## config.mk

```make
export PLATFORM = sky130hd
export DESIGN_NAME = ahfp_fixed_2_float_pipe
export DESIGN_NICKNAME = d
export VERILOG_FILES = /design/src/rtl/ahfp_pkg.sv /design/src/rtl/ahfp_lzc32.sv /design/src/rtl/ahfp_fixed_2_float_pipe.sv
export SDC_FILE = /design/constraint.sdc
export NUM_CORES = 1
export LEC_CHECK = 0
export ABC_AREA = 1
export CORE_MARGIN = 2
export CORE_UTILIZATION = 56
export DETAILED_ROUTE_END_ITERATION = 7
export HOLD_SLACK_MARGIN = 0.12
export MAX_ROUTING_LAYER = met4
export PLACE_DENSITY = 0.8
export SYNTH_ARGS = -nofsm -noshare
export SYNTH_HDL_FRONTEND = slang
export SYNTH_SLANG_ARGS = --single-unit
```

## constraint.sdc

```tcl
create_clock -name clk -period 2.8 [get_ports clk]
set_clock_uncertainty 0.2 [all_clocks]
set_input_delay 0.56 -clock clk [delete_from_list [all_inputs] [get_ports clk]]
set_output_delay 0.56 -clock clk [all_outputs]
set_load 0.02 [all_outputs]
```

## src/rtl/ahfp_pkg.sv

```systemverilog
// Shared constants and field layout for the fixed-to-float converter.
//
// Contents:
//   FLT_BIAS, FLT_EXP_W, FLT_MAN_W : IEEE-754 single-precision layout
//   FIX_W                          : width of the fixed-point input word
//   flt_t                          : packed {sign, exp, mant} float word
package ahfp_pkg;

    localparam int FLT_BIAS  = 127;
    localparam int FLT_EXP_W = 8;
    localparam int FLT_MAN_W = 23;
    localparam int FIX_W     = 32;

    typedef struct packed {
        logic                 sign;
        logic [FLT_EXP_W-1:0] exp;
        logic [FLT_MAN_W-1:0] mant;
    } flt_t;

endpackage

```

## src/rtl/ahfp_lzc32.sv

```systemverilog
// Combinational 32-bit leading-zero counter.
//
// Ports:
//   value : word to inspect
//   count : number of leading zeros, 0..32 (32 when value is zero)
//   zero  : value == 0
module ahfp_lzc32 (
    input  logic [31:0] value,
    output logic [5:0]  count,
    output logic        zero
);

    // Scan from LSB upward so the highest set bit has the final say.
    always_comb begin
        count = 6'd32;
        for (int i = 0; i < 32; i++) begin
            if (value[i]) begin
                count = 6'(31 - i);
            end
        end
    end

    assign zero = (value == 32'h0);

endmodule

```

## src/rtl/ahfp_fixed_2_float_pipe.sv

```systemverilog
// Signed fixed-point (FRAC_BITS fraction bits) to IEEE-754 single-precision
// converter, three pipeline stages with valid/ready flow control:
//   stage _p0 : sign and magnitude
//   stage _p1 : leading-zero count
//   stage _p2 : normalise, round, pack (drives the outputs)
//
// Ports:
//   clk       : clock, rising edge
//   rst       : asynchronous active-high reset
//   in_valid  : in_data is valid
//   in_ready  : converter accepts in_data this cycle
//   in_data   : two's-complement input, value = in_data / 2^FRAC_BITS
//   out_valid : out_data is valid
//   out_ready : consumer accepts out_data this cycle
//   out_data  : single-precision result
//
// Build option: define AHFP_FIXED2FLOAT_RNE_EN to round to nearest even;
// otherwise the discarded bits are truncated (round toward zero).
module ahfp_fixed_2_float_pipe
    import ahfp_pkg::*;
#(
    parameter int FRAC_BITS = 29
) (
    input  logic        clk,
    input  logic        rst,
    input  logic        in_valid,
    output logic        in_ready,
    input  logic [31:0] in_data,
    output logic        out_valid,
    input  logic        out_ready,
    output logic [31:0] out_data
);

    localparam int EXP_BASE = FLT_BIAS + FIX_W - 1 - FRAC_BITS;
    localparam int EM_W     = FLT_EXP_W + FLT_MAN_W;

`ifdef AHFP_FIXED2FLOAT_RNE_EN
    // Adding one to the joint {exp, mant} field lets a mantissa carry-out
    // bump the exponent for free.
    function automatic logic [EM_W-1:0] round_rne(
        input logic [EM_W-1:0] em,
        input logic            guard,
        input logic            sticky
    );
        if (guard && (sticky || em[0])) begin
            return em + EM_W'(1);
        end
        return em;
    endfunction
`endif

    function automatic flt_t pack_float(
        input logic             sign,
        input logic [FIX_W-1:0] mag,
        input logic [5:0]       lzc,
        input logic             zero
    );
        logic [FIX_W-1:0] norm;
        logic [EM_W-1:0]  em;
        flt_t             f;
        norm = mag << lzc;
        // norm[31] is the hidden one; the mantissa is the next 23 bits.
        em   = {FLT_EXP_W'(EXP_BASE - int'(lzc)), FLT_MAN_W'(norm >> 8)};
`ifdef AHFP_FIXED2FLOAT_RNE_EN
        em   = round_rne(em, norm[7], |norm[6:0]);
`endif
        if (zero) begin
            f = '0;
        end else begin
            f = {sign, em};
        end
        return f;
    endfunction

    logic vld_p0, vld_p1, vld_p2;
    logic ready_p1, ready_p2;

    assign ready_p2 = !vld_p2 || out_ready;
    assign ready_p1 = !vld_p1 || ready_p2;
    assign in_ready = !vld_p0 || ready_p1;

    always_ff @(posedge clk or posedge rst) begin
        if (rst) begin
            vld_p0 <= 1'b0;
            vld_p1 <= 1'b0;
            vld_p2 <= 1'b0;
        end else begin
            if (in_ready) vld_p0 <= in_valid;
            if (ready_p1) vld_p1 <= vld_p0;
            if (ready_p2) vld_p2 <= vld_p1;
        end
    end

    // ---- stage _p0: sign / magnitude ----
    logic signed [FIX_W-1:0] din;
    logic                    sign_p0;
    logic [FIX_W-1:0]        mag_p0;

    assign din = in_data;

    // Negating the most negative word wraps back to 2^31, which read as
    // unsigned is exactly the magnitude required.
    always_ff @(posedge clk) begin
        if (in_valid && in_ready) begin
            sign_p0 <= din[FIX_W-1];
            mag_p0  <= din[FIX_W-1] ? $unsigned(-din) : $unsigned(din);
        end
    end

    // ---- stage _p1: leading-zero count ----
    logic [5:0]       lzc_d;
    logic             zero_d;
    logic             sign_p1;
    logic [FIX_W-1:0] mag_p1;
    logic [5:0]       lzc_p1;
    logic             zero_p1;

    ahfp_lzc32 u_lzc (
        .value (mag_p0),
        .count (lzc_d),
        .zero  (zero_d)
    );

    always_ff @(posedge clk) begin
        if (vld_p0 && ready_p1) begin
            sign_p1 <= sign_p0;
            mag_p1  <= mag_p0;
            lzc_p1  <= lzc_d;
            zero_p1 <= zero_d;
        end
    end

    // ---- stage _p2: normalise / round / pack ----
    flt_t res_p2;

    always_ff @(posedge clk or posedge rst) begin
        if (rst) begin
            res_p2 <= '0;
        end else if (vld_p1 && ready_p2) begin
            res_p2 <= pack_float(sign_p1, mag_p1, lzc_p1, zero_p1);
        end
    end

    assign out_valid = vld_p2;
    assign out_data  = res_p2;

endmodule

```

==> results of run 1 <==
cells by family (layout without fill, tap and decap cells):
logic type               after synthesis  count (layout)  share of synthesized area
AND/OR/NAND/NOR                      329             329                      0.235
AO/OA/AOI/OAI                        124             124                      0.122
buffers and inverters                102             217                     0.0652
XOR/XNOR                              31              31                     0.0461
multiplexers                           7               7                     0.0119
adder cells (fa/ha/maj)                2               2                    0.00425
flip-flops                           107             107                      0.515
layout make-up:
type,count,area [µm²]
Tap cell,136,170
Clock buffer,9,124
Multi-Input combinational cell,493,2550
Inverter,75,282
Fill cell,784,2920
Sequential cell,107,3040
Timing Repair Buffer,126,1140
Clock inverter,7,56.3
layer usage:
layer	track usage	vias up	wire, µm
met4	0.0983	0	294
met5	-	-	0
met3	0.0274	26	537
li1	-	2549	-
met2	0.422	143	6570
met1	0.295	2270	5650
worst paths after layout:
kind / start / endpoint / slack [ns]
worst max-delay path: in_data[1] / mag_p0[12]$_DFFE_PP_ / 0.03
worst min register to register: sign_p1$_DFFE_PP_ / out_data[31]$_DFFE_PP0P_ / 0.27
max in group asynchronous: rst / out_data[15]$_DFFE_PP0P_ / 1.73
min in group asynchronous: rst / out_data[24]$_DFFE_PP0P_ / 0.38
worst min-delay path: sign_p1$_DFFE_PP_ / out_data[31]$_DFFE_PP0P_ / 0.27
worst max register to register: lzc_p1[1]$_SDFFCE_PP0P_ / out_data[21]$_DFFE_PP0P_ / 0.40
worst max-delay path, stage by stage:
cell	delay, ns
buf_2	0.13
inv_2	0.08
ha_4	0.13
inv_2	0.05
nor4_4	0.33
nand2_2	0.12
nor3_4	0.17
buf_4	0.15
buf_4	0.10
buf_4	0.09
buf_4	0.09
buf_4	0.10
buf_4	0.09
buf_4	0.09
buf_4	0.09
buf_4	0.11
a21oi_1	0.08
xor2_1	0.15
cell usage in the layout, fill, tap and decap left out, drive strengths merged:
cell           synthesis  final
clkinv                 1      2
o31ai                  3      3
clkdlybuf4s50          0     62
o221ai                 8      8
nand4                  1      1
nor3                  11     11
a21boi                 1      1
nand3                 32     32
o211ai                 5      5
a21oi                 18     18
inv                   74     78
xor2                  20     20
o2111ai                1      1
a22o                   2      2
dlymetal6s2s           0      2
clkbuf                23      9
clkinvlp               0      2
mux2i                  7      7
dfrtp                 35     35
xnor2                 11     11
edfxtp                72     72
buf                    4     62
or2                    4      4
ha                     2      2
a31oi                  7      7
nor2                  58     58
nand2                219    219
o21ai                 70     70
o21bai                 1      1
o22ai                  2      2
nor4                   4      4
a22oi                  6      6
through the flow:
step,util,setup TNS (ns),instances,total power [mW]
after global placement,0.676,-4.43,916,4.27
after floorplan,-,0,702,3.51
after detailed placement,0.676,-6.09,916,4.33
after CTS,0.710,-0.0132,949,5.21
final,0.716,0,953,5.20
after global routing,0.716,-0.0620,953,5.53
what timing repair did:
item / CTS / global route
pin swaps: 18 / 14
buffers inserted: 17 / 4
resized for setup: 37 / 7
endpoints found under the setup margin: 8 / 13
endpoints found under the hold margin: 0 / 0
report_power, final:
group,internal [mW],leakage [nW],switching (mW)
registers,2.09,1.16,0.198
clock network,0.336,0.0862,0.552
logic,0.812,1.96,1.21
registers in the layout, indices dropped and copies added, names as in the netlist, 6 cells and up:
| register | count |
|---|---|
| out_data | 32 |
| mag_p0 | 32 |
| mag_p1 | 31 |
| lzc_p1 | 6 |
==> flow_metrics.env, run 1 <==
export IMPL_status="complete, no violations"
export IMPL_clockBufferDepth=2
export IMPL_synth_top_cell_area_share=0.367
export IMPL_drtIter0Drc=170
export IMPL_overflow=0
export IMPL_yosys_top_cells_count="nand2_1, edfxtp_1, o21ai_0"
export IMPL_die_h_um=107
export IMPL_synth_area_leader_cell="edfxtp_1"
export IMPL_clock_root_buffer="clkbuf_8"
export IMPL_setup_violations=0
export IMPL_viasPerCell=5.23
export IMPL_cts_tree="built"
export IMPL_crit_path_end_kind="register"
export IMPL_grt_pass1_vias=4648
export IMPL_gp_congestion=0.903
export IMPL_vias=4988
export IMPL_power_density_nw_per_um2=707
export IMPL_ant_nets=0
export IMPL_initial_utilization=0.573
export IMPL_first_pass_iters=5
export IMPL_synthTopCellsByArea="edfxtp_1, dfrtp_1, nand2_1"
export IMPL_synth_cell_types=39
export IMPL_area_growth_syn_to_layout_pct=24.9
export IMPL_syn_inst=702
export IMPL_async_reset_ff_frac=0.327
export IMPL_critPathMaxFanout=3
export IMPL_syn_avg_cell_area_um2=8.39
export IMPL_grt_max_degree=40
export IMPL_hp_class="reg2reg"
export IMPL_crit_required_ns=2.73
export IMPL_timing_hold_violations_final=0
export IMPL_peakVddDrop_mv=0.324
export IMPL_ys_seq_area_frac=0.515
export IMPL_min_period_ns=2.77
export IMPL_grt_pass1_wl_mm=21.4
export IMPL_fp_dieArea_um2=11400
export IMPL_cts_buffers=9
export IMPL_clock_latency_ns=0.38
export IMPL_layout_setup_ws_ns=0.0256
export IMPL_wire_per_inst_um=13.7
export IMPL_synth_area_um2=5890
export IMPL_htreeDepth=3
export IMPL_wl_mm=13.1
export IMPL_yosysWarnings=0
export IMPL_yosysMostFrequentCell="nand2_1"
export IMPL_io_pins=70
export IMPL_worst_hold_slack_ns=0.274
export IMPL_slew_headroom=0.566
export IMPL_fin_area_um2=7360
export IMPL_critical_path_class="in2reg"
export IMPL_antenna_found_initial=0
export IMPL_ys_seq_elements=107
export IMPL_nNetsFinal=850
export IMPL_fp_coreArea_um2=10300
export IMPL_die_w_um=107
export IMPL_numPortBuffers=69
export IMPL_n_antenna_cell=0
export IMPL_synth_flop_cell="edfxtp_1"
export IMPL_cts_hold_buf=0
export IMPL_track_usage=0.244
export IMPL_worst_slew_pin_slew_ns=0.647
export IMPL_drv_cap=0
export IMPL_route_detailed_drc=0
export IMPL_cp_start_kind="primary input"
export IMPL_finalCritPeriodShare=0.991
export IMPL_clkTransAtPathRegs_ns=0.10
export IMPL_cts_sinks=107
export IMPL_dpl_cell_area_um2=6950
export IMPL_place_ws_ns=-0.614
export IMPL_synth_edf_count=72
export IMPL_max_freq_ghz=0.360
export IMPL_cellLeakagePower_nw=3.20
export IMPL_synth_nets=740
export IMPL_hold_depth=1
export IMPL_num_rows=37
export IMPL_r2r_cells=6
export IMPL_dp_hpwl_mm=9.44
export IMPL_drive_above_1_share=0.136
export IMPL_critPathArrivalTime_ns=2.71
export IMPL_slew_viol_final=0
(Power assumes the default switching activity.)
==> run 2: changes to the inputs <==
--- a/config.mk
+++ b/config.mk
@@ -14,2 +14,3 @@
 export PLACE_DENSITY = 0.8
+export SLEW_MARGIN = 20
 export SYNTH_ARGS = -nofsm -noshare
==> constraint.sdc (replaced) <==
create_clock -name clk -period 2.8 [get_ports clk]
set_clock_uncertainty 0.2 [all_clocks]
set_input_delay 0.42 -clock clk [delete_from_list [all_inputs] [get_ports clk]]
set_output_delay 0.42 -clock clk [all_outputs]
set_load 0.02 [all_outputs]
==> run 2 against run 1 <==
  * Via count shrank 2.7%
  * Combinational power decreased by 2%
  * Sequential share of layout area is 1.1 points higher
  * Sequential power barely moved
  * Critical path depth is 3 lower
  * Hold slack got worse by 0.068 ns
  * Final area down 2.7%
  * Non-clock buffer count decreased by 19
  * Register-to-register slack better by 0.04 ns
  * Critical path type unchanged
  * Largest cell class unchanged
==> flow_metrics.env, run 2 (synthesis gave the netlist of run 1 again) <==
export IMPL_n_antenna_cell=0
export IMPL_drtIter0Drc=202
export IMPL_min_period_ns=2.73
export IMPL_status="complete, no violations"
export IMPL_dp_hpwl_mm=9.06
export IMPL_setup_tns_ns=0
export IMPL_layout_common_cells="nand2_1, edfxtp_1, o21ai_0, inv_1, clkdlybuf4s50_1"
export IMPL_clkTransAtPathRegs_ns=0.10
export IMPL_antenna_found_initial=0
export IMPL_num_rows=37
export IMPL_r2r_start="lzc_p1[1]$_SDFFCE_PP0P_"
export IMPL_cellLeakagePower_nw=3.10
export IMPL_route_detailed_drc=0
export IMPL_place_ws_ns=-0.569
export IMPL_fin_area_um2=7160
export IMPL_slew_headroom=0.549
export IMPL_slew_viol_final=0
export IMPL_cts_hold_buf=0
export IMPL_cp_endpoint="mag_p0[28]$_DFFE_PP_"
export IMPL_die_h_um=107
export IMPL_multiInputGateArea_um2=2520
export IMPL_fillers=832
export IMPL_cts_buffers=9
export IMPL_final_common_cell="nand2_1"
export IMPL_crit_path_end_kind="register"
export IMPL_clock_root_buffer="clkbuf_8"
export IMPL_setup_violations=0
export IMPL_critPathMaxFanout=2
export IMPL_ant_nets=0
export IMPL_track_usage=0.226
export IMPL_worst_hold_slack_ns=0.206
export IMPL_hp_class="in2reg"
export IMPL_cp_slowest_cell="nor4_4"
export IMPL_first_pass_iters=5
export IMPL_critPathLaunch="in_data[3]"
export IMPL_cts_tree="built"
export IMPL_gp_congestion=0.933
export IMPL_rsz0062_at_grt="yes"
export IMPL_rr_endpoint="out_data[21]$_DFFE_PP0P_"
export IMPL_regArea_um2=3040
export IMPL_critPathTopFamily="simple AND/OR/NAND/NOR gates"
export IMPL_dpl_cell_area_um2=6880
export IMPL_worst_slew_pin_slew_ns=0.673
export IMPL_peakVddDrop_mv=0.414
export IMPL_finalPower_mw=5.13
export IMPL_cpPeakStageDelay_ns=0.29
export IMPL_max_freq_ghz=0.366
export IMPL_htreeDepth=3
export IMPL_finalCritPeriodShare=0.975
export IMPL_clock_latency_ns=0.38
export IMPL_timing_hold_violations_final=0
export IMPL_wire_per_inst_um=12.8
export IMPL_grt_pass1_vias=4459
export IMPL_critPathArrivalTime_ns=2.68
export IMPL_initial_utilization=0.573
export IMPL_drv_cap=0
export IMPL_cp_num_buf_inv=4
export IMPL_wl_mm=11.9
export IMPL_path_cells="clkbuf_2 -> nor2_2 -> inv_2 -> buf_4 -> nor4_2 -> nand2_1 -> nor3_2 -> inv_2 -> nor4_4 -> nand3_2 -> nor3_4 -> nor2_2 -> a21oi_2 -> nand2_1 -> xor2_1"
export IMPL_fp_dieArea_um2=11400
export IMPL_die_w_um=107
export IMPL_vias=4855
export IMPL_drive_above_1_share=0.112
export IMPL_nNetsFinal=831
export IMPL_overflow=0
export IMPL_r2r_cells=6
export IMPL_crit_required_ns=2.74
export IMPL_area_growth_syn_to_layout_pct=21.5
export IMPL_clockBufferDepth=2
export IMPL_path_depth=15
export IMPL_power_density_nw_per_um2=716
export IMPL_numPortBuffers=69
export IMPL_critical_path_class="in2reg"
export IMPL_layout_setup_ws_ns=0.0690
export IMPL_r2r_slack_ns=0.44
export IMPL_cp_start_kind="primary input"
export IMPL_grt_max_degree=40
export IMPL_io_pins=70
export IMPL_fp_coreArea_um2=10300
export IMPL_cts_sinks=107
export IMPL_grt_pass1_wl_mm=20.1
export IMPL_viasPerCell=5.20
-- run 2: through the flow --
step / std cells / utilization
6_report: 934 / 0.697
5_1_grt: 934 / 0.697
4_1_cts: 929 / 0.689
3_5_place_dp: 910 / 0.669
3_3_place_gp: 910 / 0.669
2_1_floorplan: 702 / -
-- run 2: routing by layer --
metal / wire, µm / vias up / GRT usage
met5: 0 / - / -
met4: 326 / 0 / 0.0928
met3: 547 / 22 / 0.0383
met2: 5550 / 144 / 0.362
met1: 5490 / 2178 / 0.288
li1: - / 2511 / -
-- run 2: worst min path at each step --
stage / slack, ns / to / cells past startpoint / startpoint
after global routing: 0.20 / mag_p0[0]$_DFFE_PP_ / 3 / in_data[0]
after global placement: 0.25 / sign_p1$_DFFE_PP_ / 0 / sign_p0$_DFFE_PP_
final: 0.21 / mag_p0[0]$_DFFE_PP_ / 3 / in_data[0]
after CTS: 0.24 / out_data[29]$_DFFE_PP0P_ / 3 / rst
after floorplan: 0.20 / sign_p1$_DFFE_PP_ / 0 / sign_p0$_DFFE_PP_
after detailed placement: 0.23 / sign_p1$_DFFE_PP_ / 0 / sign_p0$_DFFE_PP_
-- run 2: tightest hold or removal path, stage by stage --
cell and delay (ns):
buf_6 0.08, buf_6 0.09, buf_4 0.09
-- run 2: what timing repair did --
action,4_1_cts,5_1_grt
cloned,0,0
setup endpoints to repair,5,9
pin swaps,8,12
gates resized for setup,10,22
buffers inserted,3,5
hold endpoints to repair,0,0
-- run 2: layout make-up --
type | instances | area share
sequential | 107 | 0.424
multi-input combinational | 493 | 0.352
timing repair buffer | 107 | 0.136
inverter | 75 | 0.0393
tap | 136 | 0.0238
clock buffer | 9 | 0.0173
clock inverter | 7 | 0.00699
-- run 2: report_power, final --
part / internal [mW] / leakage, nW / switching (mW) / total, mW
Clock: 0.330 / 0.0894 / 0.530 / 0.860
Sequential: 2.10 / 1.16 / 0.195 / 2.29
Combinational: 0.792 / 1.85 / 1.18 / 1.98
Total: 3.22 / 3.10 / 1.91 / 5.13
